**src/rtl/button_pkg.sv**
```systemverilog
// Shared types and helpers for the push-button conditioner.
// Mode and debounce-state encodings live here so channel and top agree.
package button_pkg;

  localparam int MODE_W  = 2;
  localparam int STATE_W = 2;

  typedef enum logic [MODE_W-1:0] {
    PRESS   = 2'b00,
    RELEASE = 2'b01,
    BOTH    = 2'b10,
    REPEAT  = 2'b11
  } btn_mode_e;

  typedef enum logic [STATE_W-1:0] {
    RELEASED     = 2'b00,
    PRESS_PEND   = 2'b01,
    PRESSED      = 2'b10,
    RELEASE_PEND = 2'b11
  } btn_state_e;

  function automatic int max_int(input int a, input int b);
    return (a > b) ? a : b;
  endfunction

endpackage

```
**src/rtl/button_channel.sv**
```systemverilog
// One button: synchroniser, debounce FSM and auto-repeat timer.
// All outputs are registered single-cycle pulses plus a clean level.
module button_channel
  import button_pkg::*;
#(
  parameter int SYNC_STAGES     = 2,
  parameter int DEBOUNCE_CYCLES = 250000,
  parameter int ACTIVE_LOW      = 1,
  parameter int REPEAT_DELAY    = 12500000,
  parameter int REPEAT_PERIOD   = 2500000
) (
  input  logic       i_clk,
  input  logic       i_rst,
  input  logic       i_raw,
  input  logic [1:0] i_mode,
  output logic       o_level,
  output logic       o_press,
  output logic       o_release,
  output logic       o_event
);

  localparam int DW = $clog2(DEBOUNCE_CYCLES);
  localparam int RW =
    $clog2(max_int(REPEAT_DELAY, REPEAT_PERIOD));
  localparam logic [DW-1:0] D_LIM = DW'(DEBOUNCE_CYCLES - 1);
  localparam logic [DW-1:0] D_ONE = DW'(1);
  localparam logic [RW-1:0] RD_LIM = RW'(REPEAT_DELAY - 1);
  localparam logic [RW-1:0] RP_LIM = RW'(REPEAT_PERIOD - 1);
  localparam logic [RW-1:0] R_ONE = RW'(1);
  localparam logic IDLE = (ACTIVE_LOW != 0);

  logic [SYNC_STAGES-1:0] r_sync;
  btn_state_e             r_state;
  logic [DW-1:0]          r_cnt;
  logic [RW-1:0]          r_rcnt;
  logic                   r_rep_armed;

  btn_mode_e     w_mode;
  logic          w_s;
  logic          w_press_fire;
  logic          w_rel_fire;
  logic          w_rep_on;
  logic          w_rep_fire;
  logic [RW-1:0] w_rep_lim;

  assign w_mode = btn_mode_e'(i_mode);
  assign w_s    = r_sync[SYNC_STAGES-1] ^ IDLE;

  assign w_press_fire =
    (r_state == PRESS_PEND) && w_s && (r_cnt == D_LIM);
  assign w_rel_fire =
    (r_state == RELEASE_PEND) && !w_s && (r_cnt == D_LIM);

  // Repeat runs only while held in REPEAT mode; the first
  // interval is the long delay, later ones the short period.
  assign w_rep_on = (w_mode == REPEAT) &&
    ((r_state == PRESSED) || (r_state == RELEASE_PEND));
  assign w_rep_lim  = r_rep_armed ? RP_LIM : RD_LIM;
  assign w_rep_fire = w_rep_on && (r_rcnt == w_rep_lim);

  always_ff @(posedge i_clk or posedge i_rst) begin
    if (i_rst) begin
      r_sync    <= {SYNC_STAGES{IDLE}};
      r_state   <= RELEASED;
      r_cnt     <= '0;
      o_level   <= 1'b0;
      o_press   <= 1'b0;
      o_release <= 1'b0;
      o_event   <= 1'b0;
    end else begin
      r_sync    <= {r_sync[SYNC_STAGES-2:0], i_raw};
      o_press   <= w_press_fire;
      o_release <= w_rel_fire;
      unique case (w_mode)
        PRESS:   o_event <= w_press_fire;
        RELEASE: o_event <= w_rel_fire;
        BOTH:    o_event <= w_press_fire | w_rel_fire;
        REPEAT:  o_event <= w_press_fire | w_rep_fire;
      endcase
      unique case (r_state)
        RELEASED: begin
          if (w_s) begin
            r_state <= PRESS_PEND;
            r_cnt   <= D_ONE;
          end
        end
        PRESS_PEND: begin
          if (!w_s) begin
            r_state <= RELEASED;
            r_cnt   <= '0;
          end else if (r_cnt == D_LIM) begin
            r_state <= PRESSED;
            r_cnt   <= '0;
            o_level <= 1'b1;
          end else begin
            r_cnt <= r_cnt + D_ONE;
          end
        end
        PRESSED: begin
          if (!w_s) begin
            r_state <= RELEASE_PEND;
            r_cnt   <= D_ONE;
          end
        end
        RELEASE_PEND: begin
          if (w_s) begin
            r_state <= PRESSED;
            r_cnt   <= '0;
          end else if (r_cnt == D_LIM) begin
            r_state <= RELEASED;
            r_cnt   <= '0;
            o_level <= 1'b0;
          end else begin
            r_cnt <= r_cnt + D_ONE;
          end
        end
        default: begin
          r_state <= RELEASED;
          r_cnt   <= '0;
        end
      endcase
    end
  end

  always_ff @(posedge i_clk or posedge i_rst) begin
    if (i_rst) begin
      r_rcnt      <= '0;
      r_rep_armed <= 1'b0;
    end else if (!w_rep_on) begin
      r_rcnt      <= '0;
      r_rep_armed <= 1'b0;
    end else if (w_rep_fire) begin
      r_rcnt      <= '0;
      r_rep_armed <= 1'b1;
    end else begin
      r_rcnt <= r_rcnt + R_ONE;
    end
  end

endmodule

```
**src/rtl/button_conditioner.sv**
```systemverilog
// Multi-channel button front end: one independent conditioner
// per pin, all sharing the run-time event mode.
module button_conditioner
  import button_pkg::*;
#(
  parameter int N_CH            = 4,
  parameter int SYNC_STAGES     = 2,
  parameter int DEBOUNCE_CYCLES = 250000,
  parameter int ACTIVE_LOW      = 1,
  parameter int REPEAT_DELAY    = 12500000,
  parameter int REPEAT_PERIOD   = 2500000
) (
  input  logic            clk,
  input  logic            rst,
  input  logic [N_CH-1:0] btn_raw,
  input  logic [1:0]      mode,
  output logic [N_CH-1:0] btn_level,
  output logic [N_CH-1:0] btn_press,
  output logic [N_CH-1:0] btn_release,
  output logic [N_CH-1:0] btn_event
);

  for (genvar g = 0; g < N_CH; g++) begin : g_ch
    button_channel #(
      .SYNC_STAGES    (SYNC_STAGES),
      .DEBOUNCE_CYCLES(DEBOUNCE_CYCLES),
      .ACTIVE_LOW     (ACTIVE_LOW),
      .REPEAT_DELAY   (REPEAT_DELAY),
      .REPEAT_PERIOD  (REPEAT_PERIOD)
    ) u_ch (
      .i_clk    (clk),
      .i_rst    (rst),
      .i_raw    (btn_raw[g]),
      .i_mode   (mode),
      .o_level  (btn_level[g]),
      .o_press  (btn_press[g]),
      .o_release(btn_release[g]),
      .o_event  (btn_event[g])
    );
  end

endmodule

```
**config.mk**
```make
export PLATFORM = sky130hd
export DESIGN_NAME = button_conditioner
export DESIGN_NICKNAME = d
export VERILOG_FILES = /design/src/rtl/button_pkg.sv /design/src/rtl/button_channel.sv /design/src/rtl/button_conditioner.sv
export SDC_FILE = /design/constraint.sdc
export NUM_CORES = 1
export LEC_CHECK = 0
export CELL_PAD_IN_SITES_DETAIL_PLACEMENT = 1
export CELL_PAD_IN_SITES_GLOBAL_PLACEMENT = 1
export CORE_ASPECT_RATIO = 1.2
export CORE_MARGIN = 10
export CORE_UTILIZATION = 49
export DETAILED_ROUTE_END_ITERATION = 8
export GPL_ROUTABILITY_DRIVEN = 0
export PLACE_DENSITY = 0.91
export SLEW_MARGIN = 10
export SYNTH_ARGS = -nofsm -noshare
export SYNTH_HDL_FRONTEND = slang
export SYNTH_SLANG_ARGS = --single-unit
```
**constraint.sdc**
```tcl
create_clock -name clk -period 8 [get_ports clk]
set_clock_uncertainty 0.15 [all_clocks]
set_input_delay 1.6 -clock clk [delete_from_list [all_inputs] [get_ports clk]]
set_output_delay 1.6 -clock clk [all_outputs]
set_load 0.005 [all_outputs]
```
# ---- Word level (Yosys, flattened, before mapping)
# Index checks and enable logic that the tools add are counted.
dict set report totals {
  ff_bits 204
  latchBits 0
  ramBits 0
  mem_bits_ro 0
  inputBits 8
  output_inout_bits 16
  wordCells 260
  n_memories 0
}
dict set report op_classes {
  addsub 8
  mul 0
  div_mod_pow 0
  magnitude_cmp 0
  n_eq_ne 59
  shift 0
  muxes 96
  n_bitwise 12
  reduce_logical 49
}
# operator count
set op_table {}
lappend op_table {{two-way mux 18 bit} 20}
lappend op_table {{two-way mux 24 bit} 12}
lappend op_table {{case mux 18 bit (4 select lines)} 4}
lappend op_table {{adder 24 x 1 -> 24 bit, second input constant} 4}
lappend op_table {{equality test 24 bit} 4}
lappend op_table {{adder 18 x 1 -> 18 bit, second input constant} 4}
lappend op_table {{equality test 18 bit, second input constant} 4}
lappend op_table {{two-way mux 2 bit} 24}
lappend op_table {{inequality test 2 bit, second input constant} 20}
lappend op_table {{case mux 2 bit (4 select lines)} 4}
lappend op_table {{logical AND 1 bit} 24}
lappend op_table {{two-way mux 1 bit} 24}
lappend op_table {{equality test 2 bit, second input constant} 10}
lappend op_table {{AND reduction 5 bit} 4}
lappend op_table {{inequality test 2 x 1 -> 1 bit, second input constant} 8}
lappend op_table {{case mux 1 bit (4 select lines)} 4}
lappend op_table {{AND reduction 4 bit} 4}
lappend op_table {{inequality test 3 x 2 -> 1 bit, second input constant} 4}
lappend op_table {{inequality test 3 bit, second input constant} 4}
lappend op_table {{equality test 2 x 1 -> 1 bit, second input constant} 5}
lappend op_table {{logical NOT 2 bit} 5}
lappend op_table {{bitwise OR 1 bit} 8}
lappend op_table {{case mux 1 bit (2 select lines)} 4}
lappend op_table {{AND reduction 2 bit} 4}
lappend op_table {{other kinds (3)} 12}

# ---- Logic depth before layout (Yosys ltp)
# Gate-level depths: netlist of run 1.
dict set report logic_depth {
  depth_word 6
  depth_mapped 8
  ltp_nobuf 6
}

# ---- Modules after synthesis
# From an unflattened synthesis of run 1, not the netlist that was laid out.
dict set report unflattened {
  hier_cells 1090
  area_unflattened_um2 10326.2
}
# mod instances cells_per_inst area_per_inst_um2 seq_area_each_um2
set modules_own_cells {}
lappend modules_own_cells {{button_channel (g_ch[0].u_ch ...)} 3 270 2561.2 1278.7}
lappend modules_own_cells {{button_channel (g_ch[3].u_ch)} 1 280 2642.5 1278.7}

# ---- Least setup slack after synthesis of run 1
# OpenSTA, ideal clock, no wires.
dict set report synth_path {
  path_type {input-to-reg}
  start {input port mode[0]}
  end {register g_ch[1].u_ch.r_rcnt[7]}
  setup_ns 0.072
  arrival_time_ns 2.656
  t_required_ns 7.778
  setup_slack_ns 5.122
  cell_stages 6
  path_buffers 3
  path_cell_list {clkbuf_1 > nand3_1 > or2_2 > clkbuf_1 > buf_2 > nor2_1}
}
dict set report synth_via {
  elab_chain_cells 5
}
# element line_no
set synth_rtl {}
lappend synth_rtl {{start, declared} button_conditioner.sv:16} ;# input logic [1:0] mode,
lappend synth_rtl {{equality test 2 bit *} button_channel.sv:56} ;# assign w_rep_on = (w_mode == REPEAT) &&
lappend synth_rtl {{logical AND 1 bit *} button_channel.sv:56}
lappend synth_rtl {{logical AND 1 bit} button_channel.sv:59} ;# assign w_rep_fire = w_rep_on && (r_rcnt == w_rep_lim);
lappend synth_rtl {{two-way mux 24 bit} button_channel.sv:132} ;# end else if (w_rep_fire) begin
lappend synth_rtl {{two-way mux 24 bit *} button_channel.sv:129} ;# end else if (!w_rep_on) begin
lappend synth_rtl {{end signal, assigned} button_channel.sv:136} ;# r_rcnt <= r_rcnt + R_ONE;
lappend synth_rtl {{end, declared} button_channel.sv:35} ;# logic [RW-1:0] r_rcnt;
# Every way passes the cells marked *; elsewhere a longest branch is shown, timed or not.
# A chain may end at the register's enable or synchronous reset.

==> results of run 1 <==
## cells in the final DEF, fill, tap and decap left out, types with 7 or more instances in the layout
cell	instances
a22o_1	15
nand3_1	83
nor3_1	33
nor2_1	160
clkinv_2	7
o21ai_0	20
inv_1	27
nand2b_1	15
xnor2_1	42
nand2_1	93
a21oi_1	39
a41oi_1	9
and3_1	17
dfrtp_1	196
clkdlybuf4s50_1	23
nand4_1	41
ha_1	8
clkbuf_16	23
xor2_1	63
and4_1	7
a31oi_1	44
a21o_1	10
dfstp_2	8
nor4_1	22
and2_1	10
## logic make-up (layout without fill, tap and decap cells)
family	Yosys count	in the layout	synth area share
flip-flops	204	204	0.4935
XOR/XNOR	105	105	0.08873
AO/OA/AOI/OAI	167	167	0.1073
buffers and inverters	84	96	0.04128
adder cells (fa/ha/maj)	8	8	0.009658
multiplexers	5	5	0.004949
AND/OR/NAND/NOR	527	527	0.2546
## critical path, delay by kind of cell
kind | cells | cell delay [ns]
buffers and inverters | 3 | 2.02
## power breakdown
| part | internal, mW | switching, mW |
|---|---|---|
| clock network | 0.629 | 0.437 |
| logic | 0.120 | 0.277 |
| registers | 1.08 | 0.0897 |
## sequential cells by signal (all words and copies together) (netlist names), named ones only
| signal | cells |
|---|---|
| g_ch.u_ch.r_rcnt | 96 |
| g_ch.u_ch.r_cnt | 72 |
| g_ch.u_ch.r_sync | 8 |
| g_ch.u_ch.o_event | 4 |
| g_ch.u_ch.o_level | 4 |
| g_ch.u_ch.o_press | 4 |
| g_ch.u_ch.o_release | 4 |
| g_ch.u_ch.r_rep_armed | 4 |
| g_ch.u_ch.r_state | 4 |
## worst paths after layout
kind | to | slack [ns] | cells after the start
worst min register to register | g_ch[2].u_ch.r_sync[1]$_DFF_PP1_ | 0.20 | 0
worst max register to register | g_ch[2].u_ch.r_rcnt[14]$_DFF_PP0_ | 4.94 | 6
worst max-delay path | g_ch[3].u_ch.r_cnt[12]$_DFFE_PP0P_ | 4.62 | 3
min in group asynchronous | g_ch[1].u_ch.r_cnt[7]$_DFFE_PP0P_ | 1.55 | 2
worst min-delay path | g_ch[2].u_ch.r_sync[1]$_DFF_PP1_ | 0.20 | 0
max in group clk | g_ch[0].u_ch.r_rcnt[12]$_DFF_PP0_ | 4.73 | 4
## synthesized netlist by cell type (4+ instances only)
cell | instances | area share
dfrtp_1 | 196 | 0.47
nor2_1 | 160 | 0.058
nand2_1 | 93 | 0.034
nand3_1 | 83 | 0.040
xor2_1 | 63 | 0.053
a31oi_1 | 44 | 0.027
xnor2_1 | 42 | 0.035
nand4_1 | 41 | 0.025
a21oi_1 | 39 | 0.019
nor3_1 | 33 | 0.016
inv_1 | 28 | 0.010
nor4_1 | 22 | 0.013
o21ai_0 | 20 | 0.0097
clkbuf_1 | 19 | 0.0069
buf_4 | 18 | 0.013
and3_1 | 17 | 0.010
a22o_1 | 15 | 0.013
nand2b_1 | 15 | 0.0091
a21o_1 | 10 | 0.0072
and2_1 | 10 | 0.0060
buf_2 | 10 | 0.0048
a41oi_1 | 9 | 0.0076
dfstp_2 | 8 | 0.020
ha_1 | 8 | 0.0097
and4_1 | 7 | 0.0059
nor4b_1 | 6 | 0.0051
or2_2 | 6 | 0.0036
or4_1 | 6 | 0.0043
buf_6 | 4 | 0.0043
mux2i_1 | 4 | 0.0039
nor2b_1 | 4 | 0.0024
## final cells by class
| type | instances | area [um2] |
|---|---|---|
| clock buffer | 31 | 645.6 |
| inverter | 28 | 112.6 |
| fill | 2355 | 9504 |
| sequential | 204 | 5115 |
| clock inverter | 10 | 102.6 |
| tap | 270 | 337.8 |
| timing repair buffer | 27 | 260.3 |
| multi-input combinational | 812 | 4822 |
## through the flow
| step | power [mW] | hold slack [ns] | utilization | instances | setup slack (ns) |
|---|---|---|---|---|---|
| after floorplan | 1.460 | 0.1952 | - | 1100 | 0.6958 |
| after global placement | 1.538 | 0.1967 | 0.5095 | 1341 | 4.039 |
| after detailed placement | 1.572 | 0.1990 | 0.5095 | 1341 | 4.013 |
| after CTS | 2.650 | 0.2028 | 0.5453 | 1382 | 4.527 |
| after global routing | 2.760 | 0.2078 | 0.5453 | 1382 | 4.275 |
| final | 2.637 | 0.1996 | 0.5453 | 1382 | 4.623 |
## per-layer routing
layer / vias up / global-route usage / routed length, um
met4: 0 / 0.08353 / 986
met3: 84 / 0.02352 / 820
met5: - / 0 / 0
met2: 186 / 0.3883 / 14900
li1: 3887 / - / -
met1: 4391 / 0.2353 / 11450
==> flow_metrics.tcl, run 1 <==
set metrics [dict create \
    status "finished clean" \
    ctsHtreeMaxLevel 1 \
    r2r-start "g_ch[2].u_ch.r_rcnt[0]$_DFF_PP0_" \
    path_cells "clkdlybuf4s50_1, inv_8, buf_4" \
    synth_seq_cells 204 \
    hpwl_um 17170 \
    critPathArrivalTime_ns 3.72 \
    routed_wl_um 28160 \
    cts-resized-gates 0 \
    tns_ns 0 \
    root_buffer "clkbuf_16" \
    drc_errors 0 \
    worst_setup_path_start_kind "primary input" \
    layout_min_cycle_time_ns 3.377 \
    synth_cells 1100 \
    worst-setup-path-type "in -> async" \
    grtUsageTotal 0.2069 \
    dieArea_um2 27390 \
    postCtsSetupBuffers 0 \
    synth_warnings 0 \
    p_leak_nw 4.555 \
    coreArea_um2 20900 \
    hold_path.class "reg -> reg" \
    holdCritStartpoint "g_ch[2].u_ch.r_sync[0]$_DFF_PP1_" \
    setup_viol 0 \
    syn-num-nets 1116 \
    routed-via-count 8548 \
    grt_overflow 0 \
    drtIter0Drc 414 \
    worstMarginPinSlew_ns 1.180 \
    placed_area_um2 10650 \
    synthesis.area_um2 10360 \
    cp_max_fo 131 \
    clock_latency_ns 0.51 \
    final_area_um2 11400 \
    clkSinkCount 204 \
    synth_ff_type "dfrtp_1" \
    first_pass_iters 5 \
    grt_max_degree 132 \
    startpoint "rst" \
    drive_gt1_frac 0.06385 \
    tritoncts "built" \
    min_period_over_period 0.4221 \
    async_flop_share 1.000 \
    synth_cell_types 68 \
    insertedDiodeCount 0 \
    maxCapViolations 0 \
    synth_edf_count 0 \
    cts_buffers 23 \
    seq_area_frac_synth 0.4935 \
    cts.path.max_buffers 3 \
    cpMaxStageDelayCell "buf_4" \
    max_clock_freq_mhz 296.1 \
    nets 1112 \
    grt_antenna_before_repair 0 \
    wl_per_cell_um 20.37 \
    hold_violations 0 \
    die_w_um 152.8 \
    rsz0062_at_grt "no" \
    io_buffers 23 \
    grt_pass1_vias 9350 \
    row_count 58 \
    slew_headroom 0.2132 \
    required_ns 8.34 \
    pin_count 24 \
    ir_drop_mv 0.1522 \
    clk_pin_slew_worst_paths_ns 0.06 \
    postCtsHoldBufs 0 \
    avgSynthCellArea_um2 9.423 \
    drv_slew 0 \
    antenna_left 0 \
    crit_path_max_incr_delay_ns 0.88 \
    start_util 0.4959 \
    area_growth_pct 9.947 \
    die_h_um 179.3 \
    power.density_nw_per_um2 231.4 \
    vias_per_cell 6.185 \
    grt_pass1_wl_um 48010 \
    end_kind "asynchronous set/reset pin" \
]
Power figures use the tool's default switching activity.
==> inputs of run 2 (changes only) <==
==> constraint.sdc (replaced) <==
create_clock -name clk -period 3.51 [get_ports clk]
set_clock_uncertainty 0.15 [all_clocks]
set_input_delay 0.702 -clock clk [delete_from_list [all_inputs] [get_ports clk]]
set_output_delay 0.702 -clock clk [all_outputs]
set_load 0.005 [all_outputs]
==> run 2 against run 1 <==
Wire length shrank 7.9%. Setup slack worse by 3.8 ns. Sequential share of layout area decreased by 0.42 points. Sequential cell count stayed put. Non-clock buffer count grew 7. Hold slack better by 0.0018 ns. Global-route usage down 1.7 points. Total power is 130% higher. First-iteration DRC count increased by 20%.
==> flow_metrics.tcl, run 2 (synthesis results as in run 1) <==
set metrics [dict create \
    top_regs "g_ch.u_ch.r_rcnt (96), g_ch.u_ch.r_cnt (72), g_ch.u_ch.r_sync (8)" \
    layout_common_cells "dfrtp_1, nor2_1, nand2_1" \
    worstMarginPinSlew_ns 1.144 \
    hpwl_um 17150 \
    cts-resized-gates 0 \
    power.density_nw_per_um2 522.1 \
    use_met3 0.02472 \
    io_buffers 23 \
    comb_power_share 0.151 \
    min_period_over_period 0.7532 \
    antenna_left 0 \
    die_w_um 152.8 \
    fillers 2350 \
    slew_headroom 0.2375 \
    dieArea_um2 27390 \
    rsz0062_at_grt "no" \
    grtUsageTotal 0.1899 \
    status "finished clean" \
    clk_pin_slew_worst_paths_ns 0.06 \
    largest_register_ffs 96 \
    hold_violations 0 \
    power_frac_clock 0.406 \
    die_h_um 179.3 \
    postCtsHoldBufs 0 \
    setup_viol 0 \
    routed-via-count 8251 \
    clock_latency_ns 0.51 \
    critPathArrivalTime_ns 2.92 \
    worst_setup_path_start_kind "register" \
    max_clock_freq_mhz 378.2 \
    power.switching_mw 1.772 \
    whs_path_depth 0 \
    r2r_setup_slack_ns 0.87 \
    worst-setup-path-type "reg -> reg" \
    tritoncts "built" \
    holdCritStartpoint "g_ch[3].u_ch.r_sync[0]$_DFF_PP1_" \
    final_common_cell "dfrtp_1" \
    grtUsageMet1 0.2263 \
    pin_count 24 \
    register_area_um2 5115 \
    postCtsSetupBuffers 0 \
    cp_max_fo 28 \
    met2_usage 0.3480 \
    drive_gt1_frac 0.06983 \
    drtIter0Drc 498 \
    grt_antenna_before_repair 0 \
    start_util 0.4959 \
    wl_per_cell_um 18.70 \
    reg2regPathDepth 5 \
    required_ns 3.79 \
    tns_ns 0 \
    grt_overflow 0 \
    drc_errors 0 \
    power.total_mw 6.007 \
    p_int_mw 4.235 \
    p_leak_nw 4.604 \
    first_pass_iters 4 \
    routed_wl_um 25940 \
    insertedDiodeCount 0 \
    grt_busiest_layer "met2" \
    vias_per_cell 5.949 \
    grt_pass1_vias 8994 \
    multi_input_area_um2 4822 \
    cts_buffers 22 \
    sequentialPowerShare 0.443 \
    ctsHtreeMaxLevel 1 \
    grt_pass1_wl_um 44760 \
    holdPathEnd "g_ch[3].u_ch.r_sync[1]$_DFF_PP1_" \
    cts.path.max_buffers 3 \
    regMostFlops "g_ch.u_ch.r_rcnt" \
    maxCapViolations 0 \
    root_buffer "clkbuf_16" \
    clkSinkCount 204 \
    layout_min_cycle_time_ns 2.644 \
    p_sw_frac 0.2950 \
    nets 1118 \
    hold_path.class "reg -> reg" \
    area_growth_pct 11.00 \
    rr_endpoint "g_ch[0].u_ch.r_cnt[5]$_DFFE_PP0P_" \
    end_kind "register" \
    drv_slew 0 \
    ir_drop_mv 0.3341 \
    row_count 58 \
    coreArea_um2 20900 \
    grt_max_degree 57 \
]
## run 2: changes by cell type in the layout (fill, tap and decap cells not counted)
| cell | change |
|---|---|
| clkbuf_8 | +2 |
| clkinvlp_4 | +1 |
| buf_12 | +4 |
| buf_4 | +3 |
| clkinv_2 | -2 |
| clkbuf_1 | -2 |
| inv_8 | -1 |
## run 2: how the worst max path moves through the flow
| stage | start | to | slack (ns) | cells after the start |
|---|---|---|---|---|
| after floorplan | rst | asynchronous set/reset pin | 0.02 | 1 |
| after global placement | mode[1] | g_ch[3].u_ch.r_rcnt[17]$_DFF_PP0_ | 0.95 | 4 |
| after detailed placement | mode[0] | g_ch[3].u_ch.r_rcnt[16]$_DFF_PP0_ | 0.83 | 4 |
| after CTS | register | g_ch[0].u_ch.r_cnt[5]$_DFFE_PP0P_ | 0.78 | 5 |
| after global routing | register | g_ch[0].u_ch.r_cnt[5]$_DFFE_PP0P_ | 0.56 | 5 |
| final | register | g_ch[0].u_ch.r_cnt[5]$_DFFE_PP0P_ | 0.87 | 5 |
## run 2: worst max-delay path: stages (launching register included)
cell     delay, ns
dfrtp_1       0.48
xnor2_1       0.45
nand2_1       0.15
a21oi_2       0.85
o21ai_0       0.25
a31oi_1       0.23
## run 2: final cells by class
cell class              count  area share
clock buffers              31     0.05786
clock inverters             8    0.008048
inverters                  28    0.009462
multi-input cells         812      0.4191
flip-flops and latches    204      0.4446
well taps                 270     0.02936
repair buffers             34     0.03154
## run 2: stage by stage
| stage | util | hold WS (ns) | cells | area, um2 | setup WS, ns |
|---|---|---|---|---|---|
| 2_1_floorplan | - | 0.1952 | 1100 | 10370 | 0.02025 |
| 3_3_place_gp | 0.5142 | 0.1959 | 1348 | 10750 | 0.9537 |
| 3_5_place_dp | 0.5142 | 0.1982 | 1348 | 10750 | 0.8308 |
| 4_1_cts | 0.5505 | 0.2034 | 1387 | 11500 | 0.7807 |
| 5_1_grt | 0.5505 | 0.2087 | 1387 | 11500 | 0.5637 |
| 6_report | 0.5505 | 0.2015 | 1387 | 11500 | 0.8662 |
## run 2: routing by layer
| metal | part of all wire | vias up | wire length (um) |
|---|---|---|---|
| met1 | 0.43 | 4206 | 11100 |
| met4 | 0.022 | 0 | 574 |
| li1 | - | 3889 | - |
| met5 | 0 | - | 0 |
| met2 | 0.52 | 116 | 13470 |
| met3 | 0.031 | 40 | 794 |
## run 2: power groups by stage
stage	combinational, mW	clock [mW]	sequential (mW)
floorplan	0.718	0	2.61
global placement	0.846	0	2.69
detailed placement	0.900	0	2.69
CTS	0.912	2.48	2.66
global route	1.03	2.59	2.69
finish	0.906	2.44	2.66
==> inputs of run 3 (changes only) <==
--- a/config.mk
+++ b/config.mk
@@ -9,10 +9,10 @@
 export CELL_PAD_IN_SITES_GLOBAL_PLACEMENT = 1
 export CORE_ASPECT_RATIO = 1.2
 export CORE_MARGIN = 10
-export CORE_UTILIZATION = 49
+export CORE_UTILIZATION = 44
 export DETAILED_ROUTE_END_ITERATION = 8
 export GPL_ROUTABILITY_DRIVEN = 0
-export PLACE_DENSITY = 0.91
+export PLACE_DENSITY = 0.87
 export SLEW_MARGIN = 10
 export SYNTH_ARGS = -nofsm -noshare
 export SYNTH_HDL_FRONTEND = slang
==> constraint.sdc (replaced) <==
create_clock -name clk -period 2.1 [get_ports clk]
set_clock_uncertainty 0.15 [all_clocks]
set_input_delay 0.42 -clock clk [delete_from_list [all_inputs] [get_ports clk]]
set_output_delay 0.42 -clock clk [all_outputs]
set_load 0.005 [all_outputs]
==> run 3 against run 2 <==
The flow now finishes with violations (setup timing). Via count rose by 26%. Sequential share of layout area fell by 6.8 points. Final cell count rose by 14%. Non-clock buffer count rose by 151. Hold slack got worse by 0.038 ns.
==> flow_metrics.tcl, run 3 (synthesis results as in run 1) <==
set metrics [dict create \
    status "complete, but fails checks" \
    violations "setup timing" \
    hold_violations 0 \
    routed_wl_um 43420 \
    layout_min_cycle_time_ns 2.326 \
    grt_pass1_vias 10230 \
    hpwl_um 19850 \
    die_h_um 188.1 \
    drc_errors 0 \
    cp_max_fo 6 \
    grt_antenna_before_repair 1 \
    drv_slew 0 \
    drtIter0Drc 922 \
    vias_per_cell 6.541 \
    power.density_nw_per_um2 830.1 \
    worstMarginPinSlew_ns 0.7159 \
    setup_viol 112 \
    layout_common_cells "dfrtp_1, buf_4, nor2_1" \
    first_pass_iters 5 \
    grt_max_degree 45 \
    r2r_setup_slack_ns -0.23 \
    fillers 2509 \
    grt_overflow 0 \
    end_kind "register" \
    layout_setup_ws_ns -0.2257 \
    worst-setup-path-type "reg -> reg" \
    max_clock_freq_mhz 430.0 \
    io_buffers 23 \
    antenna_left 0 \
    rsz0062_at_grt "yes" \
    place_ws_ns -0.09933 \
    insertedDiodeCount 0 \
    p_leak_nw 5.477 \
    pin_count 24 \
    hold_path.class "in -> reg" \
    regMostFlops "g_ch.u_ch.r_rcnt" \
    tritoncts "built" \
    slew_headroom 0.5209 \
    die_w_um 160.1 \
    grtUsageTotal 0.2199 \
    ir_drop_mv 0.8384 \
    root_buffer "clkbuf_16" \
    clk_pin_slew_worst_paths_ns 0.07 \
    coreArea_um2 23200 \
    start_util 0.4467 \
    final_common_cell "dfrtp_1" \
    ctsHtreeMaxLevel 1 \
    required_ns 2.37 \
    min_period_over_period 1.107 \
    grt_pass1_wl_um 55770 \
    nets 1271 \
    largest_register_ffs 96 \
    postCtsHoldBufs 0 \
    maxCapViolations 0 \
    cts_buffers 23 \
    top_regs "g_ch.u_ch.r_rcnt (96), g_ch.u_ch.r_cnt (72), g_ch.u_ch.r_sync (8)" \
    area_growth_pct 31.28 \
    cts.path.max_buffers 3 \
    critPathArrivalTime_ns 2.60 \
    worst_setup_path_start_kind "register" \
    wl_per_cell_um 27.38 \
    routed-via-count 10370 \
    whs_ns 0.1637 \
    drive_gt1_frac 0.2754 \
    dieArea_um2 30120 \
    row_count 61 \
    clock_latency_ns 0.54 \
    clkSinkCount 204 \
]
==> run 3: cell types whose count changed in the layout (fill, tap and decap cells not counted), moves of 7 or more <==
cell	before	now
buf_4	7	138
nor2_1	160	108
nor2_4	0	36
nor2_2	0	16
buf_6	0	12
a21oi_1	39	28
nor3_1	33	25
nor4_1	22	14
a21oi_2	3	10
==> run 3: final timing paths <==
kind,cells past startpoint,startpoint,to
max in group asynchronous,4,rst,g_ch[1].u_ch.r_sync[0]$_DFF_PP1_
setup / recovery,7,g_ch[0].u_ch.r_rcnt[0]$_DFF_PP0_,g_ch[0].u_ch.r_rcnt[14]$_DFF_PP0_
min in group asynchronous,3,rst,g_ch[2].u_ch.r_cnt[5]$_DFFE_PP0P_
setup reg to reg,7,g_ch[0].u_ch.r_rcnt[0]$_DFF_PP0_,g_ch[0].u_ch.r_rcnt[14]$_DFF_PP0_
hold / removal,1,btn_raw[3],g_ch[3].u_ch.r_sync[0]$_DFF_PP1_
hold reg to reg,0,g_ch[0].u_ch.r_sync[0]$_DFF_PP1_,g_ch[0].u_ch.r_sync[1]$_DFF_PP1_
==> run 3: per-stage QoR <==
step / power, mW / instances / setup TNS, ns / util / area (um2)
floorplan: 5.564 / 1100 / -220.59 / - / 10390
global placement: 6.205 / 1508 / -0.6582 / 0.5055 / 11730
detailed placement: 6.360 / 1508 / -4.597 / 0.5055 / 11730
CTS: 10.46 / 1555 / -0.6065 / 0.5491 / 12740
global route: 11.62 / 1586 / -23.15 / 0.5864 / 13610
finish: 11.30 / 1586 / -11.56 / 0.5864 / 13610
==> run 3: cell type report <==
class                           instances  area, um2  share of cell area
Tap cell                              315      394.1             0.02897
Multi-Input combinational cell        813       5580              0.4101
Clock inverter                          7      47.55            0.003494
Sequential cell                       204       5120              0.3763
Inverter                               28      108.9            0.008000
Timing Repair Buffer                  185       1659              0.1219
Clock buffer                           34      696.9             0.05122
==> run 3: repair_timing <==
action / in CTS / in global routing
setup endpoints to repair: 119 / 150
setup buffers: 4 / 26
gates cloned: 2 / 6
pin swaps: 27 / 53
resized for setup: 51 / 143
==> run 3: report_power, final <==
group | internal (mW) | leakage, nW | switching [mW]
clock | 2.30 | 0.366 | 1.81
sequential | 4.13 | 2.78 | 0.324
combinational | 1.04 | 2.33 | 1.69
total | 7.48 | 5.48 | 3.82
==> run 3: worst max-delay path: stages (launching register included) <==
cell and delay (ns):
dfrtp_1 0.46, ha_1 0.28, nand4_1 0.29, nor3_2 0.33, buf_4 0.21, nand4_1 0.19
xor2_2 0.26, nor2_4 0.04
==> run 3: routing by layer <==
metal / GRT usage / wire [um] / vias up
li1: - / - / 4201
met1: 0.2589 / 15790 / 5317
met2: 0.4022 / 22190 / 614
met3: 0.02848 / 2693 / 240
met4: 0.07249 / 2736 / 2
met5: 0 / 13 / -
